[src/rtl/perceptron_seq.sv]
// Two-input XOR-capable MLP (2 hidden + 1 output neuron) evaluated on one shared neuron unit.
// Defining WEIGHT_PROG_EN enables the runtime parameter write path; otherwise the weights are fixed.
module perceptron_seq #(
    parameter int W     = 8,
    parameter int CNT_W = 8
) (
    input  logic                clk,
    input  logic                rst_n,
    input  logic                in_valid,
    input  logic                in_a,
    input  logic                in_b,
    output logic                in_ready,
    output logic                out_valid,
    input  logic                out_ready,
    output logic                out_y,
    input  logic                cfg_we,
    input  logic [3:0]          cfg_addr,
    input  logic [W-1:0]        cfg_wdata,
    output logic                cfg_ack,
    output logic [CNT_W-1:0]    eval_cnt
);

    typedef enum logic [2:0] {IDLE, EVAL_H1, EVAL_H2, EVAL_O, HOLD} state_t;

    state_t                state, state_nxt;
    logic                  a_q, b_q, h1, h2;
    logic signed [W-1:0]   prm [0:8];
    logic signed [W-1:0]   w0, w1, bias;
    logic                  x0, x1;
    logic signed [W+1:0]   sum;
    logic                  accept, handshake;

    // XOR network in Q.4: H1 = OR, H2 = AND, O = H1 AND NOT H2
    function automatic logic signed [W-1:0] dflt(input int idx);
        case (idx)
            0, 1, 3, 4, 6: dflt = W'(16);
            5:             dflt = W'(-24);
            7:             dflt = W'(-32);
            default:       dflt = W'(-8);
        endcase
    endfunction

    function automatic logic signed [W+1:0] sext(input logic signed [W-1:0] v);
        sext = {{2{v[W-1]}}, v};
    endfunction

    function automatic logic fire(input logic signed [W+1:0] s);
        fire = (s > 0);
    endfunction

    assign in_ready  = (state == IDLE);
    assign out_valid = (state == HOLD);
    assign accept    = in_valid && in_ready;
    assign handshake = out_valid && out_ready;

    always_comb begin
        w0   = prm[0];
        w1   = prm[1];
        bias = prm[2];
        x0   = a_q;
        x1   = b_q;
        case (state)
            EVAL_H2: begin
                w0   = prm[3];
                w1   = prm[4];
                bias = prm[5];
            end
            EVAL_O: begin
                w0   = prm[6];
                w1   = prm[7];
                bias = prm[8];
                x0   = h1;
                x1   = h2;
            end
            default: ;
        endcase
        sum = (x0 ? sext(w0) : '0) + (x1 ? sext(w1) : '0) + sext(bias);
    end

    always_comb begin
        state_nxt = state;
        case (state)
            IDLE:    if (accept) state_nxt = EVAL_H1;
            EVAL_H1: state_nxt = EVAL_H2;
            EVAL_H2: state_nxt = EVAL_O;
            EVAL_O:  state_nxt = HOLD;
            HOLD:    if (handshake) state_nxt = IDLE;
            default: state_nxt = IDLE;
        endcase
    end

    always_ff @(posedge clk or negedge rst_n) begin
        if (!rst_n) begin
            state    <= IDLE;
            a_q      <= 1'b0;
            b_q      <= 1'b0;
            h1       <= 1'b0;
            h2       <= 1'b0;
            out_y    <= 1'b0;
            eval_cnt <= '0;
        end else begin
            state <= state_nxt;
            case (state)
                IDLE: if (accept) begin
                    a_q <= in_a;
                    b_q <= in_b;
                end
                EVAL_H1: h1    <= fire(sum);
                EVAL_H2: h2    <= fire(sum);
                EVAL_O:  out_y <= fire(sum);
                HOLD:    if (handshake) eval_cnt <= eval_cnt + 1'b1;
                default: ;
            endcase
        end
    end

`ifdef WEIGHT_PROG_EN
    logic cfg_commit;
    assign cfg_commit = cfg_we && (state == IDLE) && (cfg_addr <= 4'd8);

    // A write coinciding with acceptance lands before EVAL_H1 reads the table
    always_ff @(posedge clk or negedge rst_n) begin
        if (!rst_n) begin
            for (int i = 0; i < 9; i++) prm[i] <= dflt(i);
            cfg_ack <= 1'b0;
        end else begin
            cfg_ack <= cfg_commit;
            if (cfg_commit) prm[cfg_addr] <= cfg_wdata;
        end
    end
`else
    logic cfg_unused;
    assign cfg_unused = ^{cfg_we, cfg_addr, cfg_wdata};
    assign cfg_ack    = 1'b0;

    always_comb begin
        for (int i = 0; i < 9; i++) prm[i] = dflt(i);
    end
`endif

endmodule

[config.mk]
export PLATFORM = sky130hd
export DESIGN_NAME = perceptron_seq
export DESIGN_NICKNAME = d
export VERILOG_FILES = /design/src/rtl/perceptron_seq.sv
export SDC_FILE = /design/constraint.sdc
export NUM_CORES = 1
export LEC_CHECK = 0
export ABC_AREA = 1
export BUFFER_PORTS_ARGS = -buffer_cell sky130_fd_sc_hd__buf_2
export CAP_MARGIN = 20
export CELL_PAD_IN_SITES_DETAIL_PLACEMENT = 0
export CELL_PAD_IN_SITES_GLOBAL_PLACEMENT = 1
export CORE_MARGIN = 3
export CORE_UTILIZATION = 36
export CTS_CLUSTER_DIAMETER = 80
export DETAILED_ROUTE_END_ITERATION = 12
export PLACE_DENSITY_LB_ADDON = 0.2
export SLEW_MARGIN = 20
export SYNTH_ARGS = -nofsm -noshare
export SYNTH_HDL_FRONTEND = slang
export SYNTH_SLANG_ARGS = --single-unit
export TNS_END_PERCENT = 100
[constraint.sdc]
create_clock -name clk -period 4.2 [get_ports clk]
set_input_delay 0.42 -clock clk [delete_from_list [all_inputs] [get_ports clk]]
set_output_delay 0.42 -clock clk [all_outputs]
set_load 0.005 [all_outputs]
Word-level counts from Yosys, hierarchy flattened
Index checks and enable logic that the tools add are counted.
{"block": "op_classes", "add_sub_neg": 3, "magnitude_cmp": 1, "eq_ne": 6, "muxes": 9, "reduce_logical": 6}
{"operator": "one-hot mux 3 bit (5 select lines)", "n": 1}
{"operator": "adder 10 bit", "n": 1}
{"operator": "adder 5 x 10 -> 10 bit", "n": 1}
{"operator": "greater-than comparator 10 x 1 -> 1 bit, second input constant", "n": 1}
{"operator": "2-to-1 mux 10 bit", "n": 1}
{"operator": "2-to-1 mux 5 bit", "n": 2}
{"operator": "adder 8 x 1 -> 8 bit, second input constant", "n": 1}
{"operator": "2-to-1 mux 8 bit", "n": 1}
{"operator": "equality test 3 x 2 -> 1 bit, second input constant", "n": 2}
{"operator": "2-to-1 mux 3 bit", "n": 2}
{"operator": "AND reduction 2 bit", "n": 3}
{"operator": "!= test 2 x 1 -> 1 bit, second input constant", "n": 2}
{"operator": "equality test 3 x 1 -> 1 bit, second input constant", "n": 1}
{"operator": "equality test 3 bit, second input constant", "n": 1}
{"operator": "logical NOT 3 bit", "n": 1}
{"operator": "logical AND 1 bit", "n": 2}
{"operator": "2-to-1 mux 1 bit", "n": 2}
{"block": "totals", "ff_bits": 16, "in_bits": 19, "output_inout_bits": 12, "word_cells": 32}

Logic depth before layout (Yosys ltp)
Gate-level depths: netlist of run 1.
{"block": "depth", "ltp_word": 6, "depth_mapped": 10, "depth_no_buf": 10}

Worst setup path after synthesis of run 1
OpenSTA, ideal clock, no wires.
{"block": "synth_timing", "path_type": "register -> register", "startpoint": "reg state[2]", "endpoint": "reg h1", "setup_ns": 0.132, "arrival_time_ns": 1.307, "required_ns": 4.068, "setup_slack_ns": 2.761, "path_stages_with_launch": 10, "path_buffers": 0, "synth_period_minus_slack_ns": 1.439, "cell_sequence": "dfrtp_1 nor3_2 inv_1 nand2_1 o21ai_1 ha_1 nand2_1 nand2_1 nand2_1 o21ai_0"}
{"block": "synth_between", "elab_chain_len": 6, "word_cells_on_any_way": 12, "classes_between": "add/sub (2); order compare (1); eq/ne (3); mux (6)"}
{"item": "start: declaration", "line_no": "25", "text": "state_t state, state_nxt;"}
{"item": "start signal: assignment", "line_no": "102", "text": "state <= state_nxt;"}
{"item": "equality test 3 x 2 -> 1 bit"}
{"item": "2-to-1 mux 1 bit / 2-to-1 mux 8 bit (equally long branches)", "line_no": "62", "text": "case (state)"}
{"item": "2-to-1 mux 10 bit / 2-to-1 mux 5 bit (equally long branches)", "line_no": "77", "text": "sum = (x0 ? sext(w0) : '0) + (x1 ? sext(w1) : '0) + sext(bias);"}
{"item": "adder 5 x 10 -> 10 bit", "line_no": "77"}
{"item": "adder 10 bit", "line_no": "77"}
{"item": "greater-than comparator 10 x 1 -> 1 bit", "line_no": "48", "text": "fire = (s > 0);"}
{"item": "end signal: assignment", "line_no": "108", "text": "EVAL_H1: h1 <= fire(sum);"}
{"item": "end: declaration", "line_no": "26", "text": "logic a_q, b_q, h1, h2;"}
Parallel ways exist; a longest one is shown, timed or not.
A chain may end at the register's enable or synchronous reset.

Worst setup path in the final report of run 1
{"block": "layout_timing", "startpoint": "reg state[2]", "endpoint": "out in_ready"}
{"block": "layout_between", "elab_chain_len": 1}
{"item": "logical NOT 3 bit", "line_no": "51", "text": "assign in_ready = (state == IDLE);"}
{"item": "end: declaration", "line_no": "12", "text": "output logic in_ready,"}
No other way between the ends.

==> summary.txt, run 1 <==
Synth
  • Cell type with the largest total area after synthesis: sky130_fd_sc_hd__dfrtp_1
  • Main combinational cell family by area after synthesis: simple AND/OR/NAND/NOR gates
  • Simple-gate area share of the yosys netlist: 0.343
  • Synth warnings: 0
  • Post-synthesis instance area: 868 um2
  • Yosys top cell area share: 0.461
  • XOR/XNOR share of the synthesized area: 0.0389
  • Cell count after synthesis: 110
  • Number of distinct standard cells referenced by the synthesized netlist: 23
  • Mux share of post-synthesis cell area: 0
  • Net count after synthesis: 131
  • Complex-gate fraction of the synthesized area: 0.0389
  • Top post-synthesis cells by area: sky130_fd_sc_hd__dfrtp_1, sky130_fd_sc_hd__nand2_1, sky130_fd_sc_hd__inv_1, sky130_fd_sc_hd__nand3_1, sky130_fd_sc_hd__ha_1
  • Register bit count reported by yosys: 16
  • Synthesized-area fraction occupied by adder cells: 0.0288
  • Share of synthesized area occupied by flip-flops and latches: 0.461
  • Synthesized area divided by synthesized cell count: 7.89 um2

Power
  • Maximum vdd ir drop: 376 uV
  • Switching power share of the total: 0.413
  • Power per unit of standard cell area: 620 nW/um2
  • Clock network power share: 0.164
  • Comb power frac: 0.410
  • Proportion of power drawn by flip-flops and latches: 0.425
  • Internal power component: 368 uW
  • Total net switching power: 259 uW
  • Total power of the final layout: 627 uW
  • Static leakage: 0.000559 uW

Layout
  • Number of diodes added for antenna fixing: 0
  • Most frequent cells in the layout: sky130_fd_sc_hd__nand2_1, sky130_fd_sc_hd__dfrtp_1, sky130_fd_sc_hd__buf_2, sky130_fd_sc_hd__inv_1
  • Filler cells: 243
  • Nets@finish: 151
  • Area used by multi-input combinational logic: 394 um2
  • Fraction of layout instances using a drive strength above 1: 0.248
  • Synthesis-to-layout area growth: 16.6%
  • Most common library cell in the layout ignoring fill and taps: sky130_fd_sc_hd__nand2_1
  • Storage element area: 400 um2

Timing
  • Number of slew-limit violations in the final report: 0
  • Skew final: 0.00843 ns
  • Setup repair after global routing missed its margin: no
  • Clock period minus worst slack: 1.66 ns
  • Setup tns final: 0 ns
  • Number of setup violations in the final report: 0
  • Max Clock Freq: 0.604 GHz
  • Number of hold violations in the final report: 0
  • Post-route fraction of the period consumed by the critical path: 0.394

Clocking
  • Post-CTS Setup Bufs: 0
  • Worst-skew pair later-pin latency: 0.29 ns
  • Clock tree from TritonCTS: yes
  • Post-CTS sizing: 0
  • Post-CTS Hold Fix Bufs: 0
  • Number of buffers added by the clock tree synthesis step: 3
  • Max clock buf depth: 2
  • H-tree levels: 1
  • Total number of clock tree sinks: 16
  • Register clock-pin slew on the reported worst setup and hold paths: 0.10 ns
  • Clock tree root buffer cell: sky130_fd_sc_hd__clkbuf_4

GRT
  • Antenna violations before repair: 0
  • Final global-route overflow total: 0
  • Via count of the first global-routing pass: 642
  • Pin count of the biggest net entering global routing: 17
  • Total global routing track utilization: 0.130
  • Wire length of the first global-routing pass: 2740 um

Critical path
  • Kind of start point of the critical path: register
  • Start of the worst register-to-register path: state[2]
  • Crit-path cells: nor2_2, nand2_1, inv_2, buf_2
  • Critical path origin: state[2]
  • Worst endpoint required time: 3.78 ns
  • Terminus of the critical flop-to-flop path: h1
  • Arr. time, crit path: 1.24 ns
  • Critical path endpoint category: output pin
  • Critical Path Slowest Stage Cell: sky130_fd_sc_hd__dfrtp_1
  • R2R depth: 9
  • CP Max Fanout: 4
  • CP Class: register to output pin
  • Delay contributed by the slowest stage of the critical path: 0.46 ns
  • Minimum setup slack among reg-to-reg paths: 2.59 ns

Floorplanning
  • Starting utilization of the core area: 0.385
  • Floorplan die width: 55.1 um
  • Number of ports placed on the die boundary: 31
  • Vert. Die Dim: 55.1 um
  • Area of the core region: 2250 um2
  • DIE AREA: 3040 um2
  • Cell Rows: 17

Flow run
  • Max Cap Violations: 0

Routing
  • Avg Vias per Cell: 4.39
  • DRT iter0 DRCs: 6
  • Final Routed Wirelength: 1540 um
  • Antenna Violating Nets Remaining: 0
  • Post-route DRC: 0
  • Average routed wire per standard cell: 9.80 um
  • Number of vias after detailed routing: 689
  • Initial DRT Pass Iterations: 4

Place
  • Half-perimeter wire length of the detailed placement result: 1190 um
  • Number of input and output port buffers inserted: 16
  • GPL Wtd Cong: 0.690

Outcome
  • Outcome: finished clean

Worst hold path
  • Classification of the worst-slack hold path: primary input to asynchronous set/reset pin
[cell type report]
| class | instances | area share |
|---|---|---|
| clock buffer | 4 | 0.0358 |
| inverter | 17 | 0.0655 |
| multi-input combinational | 76 | 0.389 |
| sequential | 16 | 0.396 |
| tap | 28 | 0.0346 |
| timing repair buffer | 16 | 0.0791 |
[per-layer routing]
layer,GRT usage,up-vias,wire [um]
met5,0,-,0
met4,0.0243,0,13
met3,0.0563,2,95
met2,0.207,14,621
met1,0.164,299,809
li1,-,374,-
[worst max path at each step]
stage / endpoint
floorplan: h1
global placement: h1
detailed placement: h1
CTS: in_ready
global route: h1
finish: in_ready
[cell usage after synthesis]
cell,count
sky130_fd_sc_hd__nand2_2,1
sky130_fd_sc_hd__xor2_1,1
sky130_fd_sc_hd__nand3b_1,2
sky130_fd_sc_hd__inv_1,12
sky130_fd_sc_hd__dfrtp_1,16
sky130_fd_sc_hd__nand3_1,6
sky130_fd_sc_hd__buf_4,1
sky130_fd_sc_hd__inv_4,1
sky130_fd_sc_hd__inv_2,4
sky130_fd_sc_hd__nor3_2,1
sky130_fd_sc_hd__o21ai_2,1
sky130_fd_sc_hd__nand2_1,44
sky130_fd_sc_hd__ha_1,2
sky130_fd_sc_hd__o21ai_1,3
sky130_fd_sc_hd__conb_1,1
sky130_fd_sc_hd__nor2_8,1
sky130_fd_sc_hd__xnor2_1,1
sky130_fd_sc_hd__nor3_1,1
sky130_fd_sc_hd__o21ai_0,2
sky130_fd_sc_hd__xor2_2,1
sky130_fd_sc_hd__nor2_1,6
sky130_fd_sc_hd__nor2_2,1
sky130_fd_sc_hd__nand3_4,1
[cells by family after synthesis]
group	count (synthesis)
adder cells (fa/ha/maj)	2
other	1
buffers and inverters	18
XOR/XNOR	3
flip-flops	16
AND/OR/NAND/NOR	64
AO/OA/AOI/OAI	6
[worst max-delay path, delay by kind of cell (launching register included)]
kind                   cells  cell delay (ns)
DFF                        1             0.46
and+or+nand+nor            2             0.30
buffers and inverters      2             0.19
[sequential cells by signal (all words and copies together), names as in the netlist]
register	flops
state	3
h1	1
h2	1
a_q	1
b_q	1
out_y	1
eval_cnt	8
[power groups by stage]
stage          clock network, uW  logic, uW  registers [uW]
3_5_place_dp                   0        260             270
4_1_cts                      108        260             267
2_1_floorplan                  0        189             264
5_1_grt                      118        299             278
6_report                     103        257             267
3_3_place_gp                   0        253             268
[metrics by stage]
step                instances  utilization  hold slack, ns  cell area (um2)  worst slack (ns)
CTS                       157        0.449          0.0348             1010              2.53
finish                    157        0.449          0.0281             1010              2.54
detailed placement        153        0.433           0.360              976              2.61
floorplan                 110            -           0.124              868              2.76
global route              157        0.449          0.0304             1010              2.38
global placement          153        0.433           0.365              976              2.64
Note: power is estimated with default switching activity, not from simulation.
==> inputs of run 2 (changes only) <==
Settings changed: ABC_AREA 1 to 0, CORE_UTILIZATION 36 to 31.
Clock period 4.2 ns to 1.4 ns, I/O delays scaled along.
==> summary.txt, run 2 <==
Worst hold path
  • Hold-critical path depth: 2
  • Classification of the worst-slack hold path: primary input to register

GRT
  • Wire length of the first global-routing pass: 2310 um
  • Via count of the first global-routing pass: 506
  • Total global routing track utilization: 0.111
  • Final global-route overflow total: 0
  • Antenna violations before repair: 0
  • Pin count of the biggest net entering global routing: 17

Synth
  • Net count after synthesis: 85
  • Share of synthesized area occupied by flip-flops and latches: 0.536
  • Share of synthesized registers carrying an async set or reset: 1.00
  • Primary FF master, synth: sky130_fd_sc_hd__dfrtp_1
  • Cell type with the largest total area after synthesis: sky130_fd_sc_hd__dfrtp_1
  • Cell count after synthesis: 64
  • Simple-gate area share of the yosys netlist: 0.171
  • Ranking of synthesized cells by instance count: sky130_fd_sc_hd__dfrtp_1, sky130_fd_sc_hd__xnor2_1, sky130_fd_sc_hd__nand2_1, sky130_fd_sc_hd__mux2_2
  • Synth warnings: 0
  • Yosys top cell area share: 0.536
  • Synthesized-area fraction occupied by adder cells: 0.0335
  • Register bit count reported by yosys: 16
  • Mux share of post-synthesis cell area: 0.0905
  • Top post-synthesis cells by area: sky130_fd_sc_hd__dfrtp_1, sky130_fd_sc_hd__xnor2_1, sky130_fd_sc_hd__mux2_2, sky130_fd_sc_hd__ha_1, sky130_fd_sc_hd__buf_4
  • Main combinational cell family by area after synthesis: simple AND/OR/NAND/NOR gates
  • Cell with the most instances after synthesis: sky130_fd_sc_hd__dfrtp_1
  • Complex-gate fraction of the synthesized area: 0.0235
  • Synthesized area divided by synthesized cell count: 11.7 um2
  • Number of synthesized flops with an enable pin: 0
  • Post-synthesis instance area: 747 um2
  • XOR/XNOR share of the synthesized area: 0.0938
  • Number of distinct standard cells referenced by the synthesized netlist: 22

Critical path
  • R2R depth: 5
  • CP Max Fanout: 2
  • Critical path endpoint category: register
  • Arr. time, crit path: 1.86 ns
  • Kind of start point of the critical path: register
  • CP Class: register to register
  • Worst endpoint required time: 1.59 ns

Timing
  • Post-route fraction of the period consumed by the critical path: 1.19
  • PnR worst setup slack: -0.270 ns
  • Number of hold violations in the final report: 0
  • Max Clock Freq: 0.599 GHz
  • Number of slew-limit violations in the final report: 0
  • Setup tns final: -0.532 ns
  • Setup repair after global routing missed its margin: yes
  • Skew final: 0.00388 ns
  • Number of setup violations in the final report: 2
  • Clock period minus worst slack: 1.67 ns

Layout
  • Core utilization of the finished layout: 0.438
  • Synthesis-to-layout area growth: 32.3%
  • Number of standard cells in the layout, taps in and fillers out: 117
  • Fraction of layout instances using a drive strength above 1: 0.438
  • Number of flip-flops in the largest register: 8
  • Most frequent cells in the layout: sky130_fd_sc_hd__buf_2, sky130_fd_sc_hd__dfrtp_1, sky130_fd_sc_hd__xnor2_1, sky130_fd_sc_hd__nand2_1, sky130_fd_sc_hd__buf_4
  • Nets@finish: 111
  • Most common library cell in the layout ignoring fill and taps: sky130_fd_sc_hd__buf_2
  • Number of diodes added for antenna fixing: 0
  • Most flop-heavy register: eval_cnt
  • Leading registers by flop count: eval_cnt x8, state x3

Routing
  • DRT iter0 DRCs: 8
  • Antenna Violating Nets Remaining: 0
  • Post-route DRC: 0
  • Average routed wire per standard cell: 12.0 um
  • Initial DRT Pass Iterations: 4
  • Number of vias after detailed routing: 540
  • Avg Vias per Cell: 4.62
  • Final Routed Wirelength: 1400 um

Power
  • Static leakage: 0.000495 uW
  • Power per unit of standard cell area: 2040 nW/um2
  • Total power of the final layout: 2020 uW
  • Maximum vdd ir drop: 1000 uV

Floorplanning
  • DIE AREA: 3030 um2
  • Starting utilization of the core area: 0.331
  • Area of the core region: 2250 um2
  • Vert. Die Dim: 55.1 um
  • Number of ports placed on the die boundary: 31
  • Cell Rows: 17
  • Floorplan die width: 55.1 um

Clocking
  • Register clock-pin slew on the reported worst setup and hold paths: 0.10 ns
  • Max clock buf depth: 2
  • Total number of clock tree sinks: 16
  • Number of buffers added by the clock tree synthesis step: 3
  • Worst-skew pair later-pin latency: 0.29 ns
  • Clock tree root buffer cell: sky130_fd_sc_hd__clkbuf_4
  • Clock tree from TritonCTS: yes
  • H-tree levels: 1

Flow run
  • Max Cap Violations: 0

Place
  • Number of input and output port buffers inserted: 16
  • Placed instance count: 112
  • Half-perimeter wire length of the detailed placement result: 1050 um
  • GPL Wtd Cong: 0.687

Outcome
  • Failing checks: setup timing
  • Outcome: finished, violations left
==> run 2: cell types whose count changed in the layout (fill, tap and decap cells not counted), sizes merged, moves of 2 or more <==
cell	change
and3	+3
buf	+8
inv	-15
mux2	+6
nand2	-39
nand3	-7
nand4	+3
nor2	-5
nor3b	+2
o21ai	-4
xnor2	+6
==> run 2: cell families (layout without fill, tap and decap cells) <==
family,after synthesis,in the layout
AND/OR/NAND/NOR,22,22
flip-flops,16,16
multiplexers,6,6
adder cells (fa/ha/maj),2,2
other,1,1
AO/OA/AOI/OAI,3,3
XOR/XNOR,8,8
buffers and inverters,6,31
==> run 2: worst paths after layout <==
path / start / endpoint / slack (ns)
max: state[2] / h1 / -0.27
min: out_ready / state[2] / 0.04
max reg2reg: state[2] / h1 / -0.27
min reg2reg: eval_cnt[7] / eval_cnt[7] / 0.47
max in group asynchronous: rst_n / state[0] / 0.84
min in group asynchronous: rst_n / state[1] / 0.28
==> run 2: metrics by stage <==
stage | area [um2] | setup WS (ns) | hold slack, ns
2_1_floorplan | 766 | -0.298 | -0.156
3_3_place_gp | 911 | -0.244 | 0.0831
3_5_place_dp | 911 | -0.259 | 0.0816
4_1_cts | 960 | -0.264 | 0.0327
5_1_grt | 988 | -0.328 | 0.0339
6_report | 988 | -0.270 | 0.0414
==> run 2: layer usage <==
| layer | vias up | track usage | part of all wire |
|---|---|---|---|
| li1 | 265 | - | - |
| met1 | 252 | 0.148 | 0.48 |
| met2 | 19 | 0.154 | 0.42 |
| met3 | 4 | 0.0322 | 0.075 |
| met4 | 0 | 0.0729 | 0.020 |
| met5 | - | 0 | 0 |
==> run 2: critical path, stage by stage (launching register included) <==
cell	delay, ns
sky130_fd_sc_hd__dfrtp_1	0.41
sky130_fd_sc_hd__nand3b_1	0.21
sky130_fd_sc_hd__mux2_4	0.33
sky130_fd_sc_hd__ha_4	0.20
sky130_fd_sc_hd__a21o_1	0.15
sky130_fd_sc_hd__mux2_2	0.26
==> run 2: cell type report <==
cell class	instances	area, um2
inverters	2	7.51
multi-input cells	42	350
flip-flops and latches	16	402
clock buffers	4	36.3
fillers	234	1270
repair buffers	25	158
well taps	28	35.0
==> run 2: report_power, final <==
| group | internal [uW] | switching (uW) | total (uW) |
|---|---|---|---|
| combinational | 567 | 369 | 936 |
| clock | 158 | 158 | 316 |
| sequential | 630 | 134 | 763 |
==> run 2: repair_timing <==
action	in CTS	in global routing
pin swaps	0	2
resized for setup	4	5
buffers inserted	0	2
endpoints found under the setup margin	3	6
hold buffers	1	0
endpoints found under the hold margin	16	0
